`src/rtl/CPU_Defines.sv`:
```
// Shared MIPS pipeline definitions: exception flag bundle, Cause codes,
// memory access size encoding and the MEM-stage exception FSM states.
package CPU_Defines;

  typedef struct packed {
    logic IF_AdEL;
    logic RI;
    logic Ov;
    logic Trap;
    logic Syscall;
    logic Break;
    logic Eret;
  } ExcFlags_t;

  localparam logic [4:0] EXC_CODE_INT  = 5'h00;
  localparam logic [4:0] EXC_CODE_ADEL = 5'h04;
  localparam logic [4:0] EXC_CODE_ADES = 5'h05;
  localparam logic [4:0] EXC_CODE_SYS  = 5'h08;
  localparam logic [4:0] EXC_CODE_BP   = 5'h09;
  localparam logic [4:0] EXC_CODE_RI   = 5'h0A;
  localparam logic [4:0] EXC_CODE_OV   = 5'h0C;
  localparam logic [4:0] EXC_CODE_TR   = 5'h0D;

  typedef enum logic [1:0] {
    MEM_SIZE_BYTE = 2'd0,
    MEM_SIZE_HALF = 2'd1,
    MEM_SIZE_WORD = 2'd2
  } MemSize_t;

  typedef enum logic {
    EXC_IDLE     = 1'b0,
    EXC_REDIRECT = 1'b1
  } ExcState_t;

  // Byte accesses never fault; the unused size encoding is treated as aligned.
  function automatic logic addr_misaligned(input logic [1:0] addr_lo, input MemSize_t size);
    logic mis;
    mis = 1'b0;
    case (size)
      MEM_SIZE_HALF: mis = addr_lo[0];
      MEM_SIZE_WORD: mis = |addr_lo;
      default:       mis = 1'b0;
    endcase
    return mis;
  endfunction

endpackage

```
`src/rtl/exc_priority.sv`:
```
// Combinational exception priority encoder for the MEM stage: picks the
// highest-priority cause and the matching Cause code / BadVAddr.
module exc_priority
  import CPU_Defines::*;
(
  input  logic        i_int,
  input  ExcFlags_t   i_flags,
  input  logic        i_adel_d,
  input  logic        i_ades_d,
  input  logic [31:0] i_pc,
  input  logic [31:0] i_data_addr,
  output logic        o_any,
  output logic [4:0]  o_code,
  output logic [31:0] o_badvaddr,
  output logic        o_badvaddr_we,
  output logic        o_eret
);

  always_comb begin
    o_any         = 1'b1;
    o_code        = EXC_CODE_INT;
    o_badvaddr    = '0;
    o_badvaddr_we = 1'b0;
    o_eret        = 1'b0;
    if (i_int) begin
      o_code = EXC_CODE_INT;
    end else if (i_flags.IF_AdEL) begin
      o_code        = EXC_CODE_ADEL;
      o_badvaddr    = i_pc;
      o_badvaddr_we = 1'b1;
    end else if (i_flags.RI) begin
      o_code = EXC_CODE_RI;
    end else if (i_flags.Ov) begin
      o_code = EXC_CODE_OV;
    end else if (i_flags.Trap) begin
      o_code = EXC_CODE_TR;
    end else if (i_flags.Syscall) begin
      o_code = EXC_CODE_SYS;
    end else if (i_flags.Break) begin
      o_code = EXC_CODE_BP;
    end else if (i_adel_d) begin
      o_code        = EXC_CODE_ADEL;
      o_badvaddr    = i_data_addr;
      o_badvaddr_we = 1'b1;
    end else if (i_ades_d) begin
      o_code        = EXC_CODE_ADES;
      o_badvaddr    = i_data_addr;
      o_badvaddr_we = 1'b1;
    end else begin
      // ERET only takes effect when nothing else is pending.
      o_any  = 1'b0;
      o_eret = i_flags.Eret;
    end
  end

endmodule

```
`src/rtl/mem_exception.sv`:
```
// MEM-stage exception collector: latches EXE flags plus data alignment faults,
// commits the winning exception/ERET to CP0 and holds a redirect until fetch accepts.
module mem_exception
  import CPU_Defines::*;
#(
  parameter logic [31:0] RESET_VEC_BEV  = 32'hBFC0_0380,
  parameter logic [31:0] RESET_VEC_NORM = 32'h8000_0180
) (
  input  logic        clk,
  input  logic        resetn,
  input  logic        EXE_Valid,
  input  logic        EXE_Stall,
  input  logic [31:0] EXE_PC,
  input  logic        EXE_InDelaySlot,
  input  ExcFlags_t   EXE_ExcFlags,
  input  logic [31:0] EXE_DataAddr,
  input  logic        EXE_MemRead,
  input  logic        EXE_MemWrite,
  input  logic [1:0]  EXE_MemSize,
  input  logic        CP0_BEV,
  input  logic        CP0_EXL,
  input  logic [31:0] CP0_EPC,
  input  logic        CP0_IntPending,
  input  logic        Redirect_ready,
  output logic        MEM_Valid,
  output logic [31:0] MEM_PC,
  output logic        Exc_Valid,
  output logic [4:0]  Exc_Code,
  output logic        Exc_BD,
  output logic [31:0] Exc_EPC,
  output logic        Exc_EPCWe,
  output logic [31:0] Exc_BadVAddr,
  output logic        Exc_BadVAddrWe,
  output logic        Eret_Valid,
  output logic        Flush,
  output logic        Redirect_valid,
  output logic [31:0] Redirect_PC
);

  ExcState_t   r_state;
  ExcState_t   w_state_next;
  logic [31:0] r_target;
  logic [31:0] w_target_next;

  logic        r_mem_valid;
  logic [31:0] r_mem_pc;
  logic        r_mem_bd;
  ExcFlags_t   r_mem_flags;
  logic [31:0] r_mem_addr;
  logic        r_mem_adel;
  logic        r_mem_ades;

  logic        w_exe_mis;
  logic        w_any;
  logic [4:0]  w_code;
  logic [31:0] w_badvaddr;
  logic        w_badvaddr_we;
  logic        w_eret_raw;
  logic        w_commit_en;
  logic        w_exc_commit;
  logic        w_eret_commit;
  logic [31:0] w_vector;

  assign w_exe_mis = addr_misaligned(EXE_DataAddr[1:0], MemSize_t'(EXE_MemSize));

  always_ff @(posedge clk or negedge resetn) begin
    if (!resetn) begin
      r_mem_valid <= 1'b0;
      r_mem_pc    <= '0;
      r_mem_bd    <= 1'b0;
      r_mem_flags <= '0;
      r_mem_addr  <= '0;
      r_mem_adel  <= 1'b0;
      r_mem_ades  <= 1'b0;
    end else if (Flush) begin
      // Flush wins over stall so a committed instruction can never commit twice.
      r_mem_valid <= 1'b0;
      r_mem_pc    <= '0;
      r_mem_bd    <= 1'b0;
      r_mem_flags <= '0;
      r_mem_addr  <= '0;
      r_mem_adel  <= 1'b0;
      r_mem_ades  <= 1'b0;
    end else if (!EXE_Stall) begin
      r_mem_valid <= EXE_Valid;
      r_mem_pc    <= EXE_PC;
      r_mem_bd    <= EXE_InDelaySlot;
      r_mem_flags <= EXE_ExcFlags;
      r_mem_addr  <= EXE_DataAddr;
      r_mem_adel  <= EXE_MemRead & w_exe_mis;
      r_mem_ades  <= EXE_MemWrite & w_exe_mis;
    end
  end

  exc_priority u_exc_priority (
    .i_int         (CP0_IntPending),
    .i_flags       (r_mem_flags),
    .i_adel_d      (r_mem_adel),
    .i_ades_d      (r_mem_ades),
    .i_pc          (r_mem_pc),
    .i_data_addr   (r_mem_addr),
    .o_any         (w_any),
    .o_code        (w_code),
    .o_badvaddr    (w_badvaddr),
    .o_badvaddr_we (w_badvaddr_we),
    .o_eret        (w_eret_raw)
  );

  assign w_commit_en   = (r_state == EXC_IDLE) & r_mem_valid;
  assign w_exc_commit  = w_commit_en & w_any;
  assign w_eret_commit = w_commit_en & w_eret_raw;
  assign w_vector      = CP0_BEV ? RESET_VEC_BEV : RESET_VEC_NORM;

  assign MEM_Valid      = r_mem_valid;
  assign MEM_PC         = r_mem_pc;
  assign Exc_Valid      = w_exc_commit;
  assign Exc_Code       = w_exc_commit ? w_code : '0;
  assign Exc_BD         = w_exc_commit & r_mem_bd;
  assign Exc_EPC        = w_exc_commit ? (r_mem_bd ? r_mem_pc - 32'd4 : r_mem_pc) : '0;
  assign Exc_EPCWe      = w_exc_commit & ~CP0_EXL;
  assign Exc_BadVAddr   = w_exc_commit ? w_badvaddr : '0;
  assign Exc_BadVAddrWe = w_exc_commit & w_badvaddr_we;
  assign Eret_Valid     = w_eret_commit;

  always_ff @(posedge clk or negedge resetn) begin
    if (!resetn) begin
      r_state  <= EXC_IDLE;
      r_target <= '0;
    end else begin
      r_state  <= w_state_next;
      r_target <= w_target_next;
    end
  end

  always_comb begin
    w_state_next   = r_state;
    w_target_next  = r_target;
    Flush          = 1'b0;
    Redirect_valid = 1'b0;
    Redirect_PC    = '0;
    case (r_state)
      EXC_IDLE: begin
        if (w_exc_commit) begin
          w_state_next  = EXC_REDIRECT;
          w_target_next = w_vector;
          Flush         = 1'b1;
        end else if (w_eret_commit) begin
          w_state_next  = EXC_REDIRECT;
          w_target_next = CP0_EPC;
          Flush         = 1'b1;
        end
      end
      EXC_REDIRECT: begin
        // Target was captured at commit, so later CP0 changes cannot move it.
        Redirect_valid = 1'b1;
        Redirect_PC    = r_target;
        Flush          = 1'b1;
        if (Redirect_ready) w_state_next = EXC_IDLE;
      end
      default: w_state_next = EXC_IDLE;
    endcase
  end

endmodule

```
`config.mk`:
```
export PLATFORM = sky130hd
export DESIGN_NAME = mem_exception
export DESIGN_NICKNAME = d
export VERILOG_FILES = /design/src/rtl/CPU_Defines.sv /design/src/rtl/exc_priority.sv /design/src/rtl/mem_exception.sv
export SDC_FILE = /design/constraint.sdc
export NUM_CORES = 1
export LEC_CHECK = 0
export ABC_AREA = 0
export CAP_MARGIN = 15
export CORE_MARGIN = 10
export CORE_UTILIZATION = 47
export CTS_BUF_LIST = sky130_fd_sc_hd__clkbuf_4
export DETAILED_ROUTE_END_ITERATION = 10
export GPL_ROUTABILITY_DRIVEN = 0
export PLACE_DENSITY = 0.88
export REMOVE_ABC_BUFFERS = 1
export SLEW_MARGIN = 20
export SYNTH_ARGS = -nofsm -noshare
export SYNTH_HDL_FRONTEND = slang
export SYNTH_SLANG_ARGS = --single-unit
```
`constraint.sdc`:
```
create_clock -name clk -period 3.6 [get_ports clk]
set_input_delay 0.36 -clock clk [delete_from_list [all_inputs] [get_ports clk]]
set_output_delay 0.36 -clock clk [all_outputs]
set_load 0.01 [all_outputs]
```
==> metrics <==
combinational power share a little over half; Final #Nets just over 1,000; # Max-Cap Violations 0; ANT nets after route 0; global-route wire length before repair 33.16 mm; GR peak layer met2; Sink Count about 110; switching part of the total between 40% and 50%; total gr overflow 0; Internal Pwr Total approximately 0.0034 W; antenna violations before repair 0; Detailed Route WL ~21 mm; Worst EP arrival approximately 3.1 ns; Post-Syn Instances between 600 and 700; initial core utilization 47.61%; Seq pwr share 36.7%; FF+latch count, synth approximately 110; Avg Cell Area, Syn 8.997 µm²; Layout Utilization a little under three quarters; worst hold path type primary input to register; fmax roughly 0.29 GHz; Yosys top cell by area dfrtp_1; Non-Filler Instances 1,085; final hold viol count 0; Fin Hold WS slightly below 0.4 ns; post-synth top area share ~45%; CTS tree built; Tcrit/Tclk final ~96%; met3 Use GR under 10%; Yosys warnings 0; power share of the clock group between 10% and 20%; Die Ht 132.8 µm; Clock Path Buffers 2; setup violators final 0; CP max FO 5; clock tree root buffer cell clkbuf_4; worst path required time roughly 3.2 ns; Area growth syn-to-layout 50.06%; htree depth 3; Yosys cell types 39; Via Count 5,775; post-DP HPWL 15.51 mm; I/O pin total approximately 260; Switch Pwr roughly 0.0025 W; minimum clock period between 3 and 4 ns; Seq/Total Area, Yosys between 40% and 50%; PD cells between 600 and 700 nW/µm²; Worst R2R Setup Slack ~1.4 ns; Worst-Skew Late Latency about 0.49 ns; met1 Track Usage GR 28.19%; placed cell count 1,066; GR Layer Usage met2 a little under two fifths; Netlist Area Pre-Place ~6000 µm²; Ant. Diodes 0; FP Rows 41; drt wl/cell slightly below 20 µm; TNS Setup 0 ns; largest net degree at the start of global routing just under 80; Die Width approximately 130 µm; share of cells above drive strength 1 under 10%; Area contributors post-synth dfrtp_1, mux2i_1, nor2_1; status finished clean; worst-margin pin slew around 1.0 ns; via density per instance ~5.3; GR Util All Layers a little under a quarter; startpoint class of the critical path register; CP Class register to primary output; # port buffers about 260; clk slew on worst S/H paths between 0.15 and 0.2 ns; clk_skew about 0.013 ns; CORE AREA approximately 13,000 µm²; CTS Buf Count 9; Die ar. ~18,000 µm²; first-pass detailed-route iteration total 4; number of fill cells roughly 970; worst vdd ir slightly above 0.4 mV; vias in the first global route roughly 5,900; Max-slew headroom approximately 33%; P_leak 3.947 nW; Final Max Slew Viols 0; DRC viols 0; DRT iter0 DRCs roughly 420; crit end category primary output
-- logic make-up after synthesis --
family                   after synthesis  synth area share (%)
AO/OA/AOI/OAI                         75                 7.507
buffers and inverters                 62                 4.057
XOR/XNOR                              12                 1.757
adder cells (fa/ha/maj)                3                0.6274
multiplexers                         105                 17.57
flip-flops                           108                 45.17
other                                  1               0.06268
AND/OR/NAND/NOR                      299                 23.25
-- layout make-up --
type	instances	area [µm²]	area share, %
Multi-Input combinational cell	495	3070	34.20
Clock inverter	7	66.31	0.7386
Timing Repair Buffer	285	2820	31.41
Sequential cell	108	2705	30.13
Inverter	9	33.78	0.3763
Clock buffer	9	67.56	0.7525
Tap cell	172	215.2	2.397
-- synthesized netlist by cell type --
cell,number
a31o_2,1
buf_1,9
nor4b_1,2
buf_4,2
o21a_1,3
o21ai_1,1
o21ai_0,5
nand2_1,71
or4b_1,1
or3_1,10
xnor2_1,6
or4_1,16
nand4_1,3
a31oi_1,9
a22oi_1,2
nor2_1,130
ha_1,3
nand2b_1,2
a21o_1,1
buf_2,2
o211a_1,1
a21boi_0,1
a311oi_1,1
nor3_1,4
xor2_1,6
mux2i_1,105
conb_1,1
and4bb_1,1
and2_1,37
or2_2,6
o31ai_1,11
nand3b_1,2
inv_1,9
clkbuf_1,40
dfrtp_1,108
nand3_1,7
a21oi_1,37
a211oi_1,2
nor4_1,7
-- per-layer routing --
metal  vias up  part of all wire (%)
met1      2768                    41
li1       2740                     -
met3        26                    11
met5         -                     0
met4         0                   1.6
met2       241                    47
-- power by group through the flow --
stage	combinational [W]	sequential (W)	clock [W]
floorplan	0.00143	0.00224	0
global placement	0.00304	0.00214	0
detailed placement	0.00310	0.00218	0
CTS	0.00313	0.00215	0.000634
global route	0.00340	0.00223	0.000674
finish	0.00310	0.00216	0.000629
-- timing repair --
item,CTS,global route
setup buffers,2,0
setup endpoints to repair,14,10
resized for setup,11,9
hold buffers,1,0
hold endpoints to repair,48,0
-- cells in the final DEF, fill, tap and decap left out, types with 7 or more instances in the layout --
master | Yosys | final
or4_1 | 16 | 14
nand3_1 | 7 | 7
nand2_1 | 71 | 71
clkbuf_4 | 0 | 9
a21oi_1 | 37 | 37
and2_1 | 37 | 37
clkdlybuf4s50_1 | 0 | 240
o31ai_1 | 11 | 11
nor2_1 | 130 | 129
inv_1 | 9 | 9
buf_4 | 2 | 28
dfrtp_1 | 108 | 106
mux2i_1 | 105 | 105
or3_1 | 10 | 10
a31oi_1 | 9 | 9
-- worst paths after layout --
check                                                 from                       to  cells after the start
worst max-delay path                 MEM_PC[9]$_DFFE_PN0P_              Exc_EPC[29]                      6
worst min-delay path                            CP0_EPC[6]  r_target[6]$_DFFE_PN0P_                      3
worst max register to register  r_mem_flags[1]$_DFFE_PN0P_        r_state$_DFF_PN0_                      5
worst min register to register     r_target[8]$_DFFE_PN0P_  r_target[8]$_DFFE_PN0P_                      2
max in group asynchronous                           resetn   MEM_PC[16]$_DFFE_PN0P_                      3
min in group asynchronous                           resetn  r_target[6]$_DFFE_PN0P_                      2
-- through the flow --
step	worst slack (ns)	cell area [µm²]	power, W
after floorplan	0.1905	5774	0.003670
after global placement	0.2656	8781	0.005187
after detailed placement	0.2400	8781	0.005274
after CTS	0.02223	8952	0.005912
after global routing	-0.0004918	8979	0.006311
final	0.1283	8979	0.005893
-- flip-flops by register name, summed over array words and instances, names as in the netlist --
signal / flops
r_mem_bd: 1
MEM_PC: 32
MEM_Valid: 1
r_mem_ades: 1
r_mem_addr: 32
r_target: 32
r_mem_adel: 1
r_mem_flags: 7
r_state: 1
-- critical path, cell delays in order (launching register included) --
cell             delay (ns)
dfrtp_1                0.41
or4_1                  0.55
or4_4                  0.56
buf_4                  0.19
or4_1                  0.46
a21oi_1                0.15
clkdlybuf4s15_1        0.30
(Power assumes the default switching activity.)
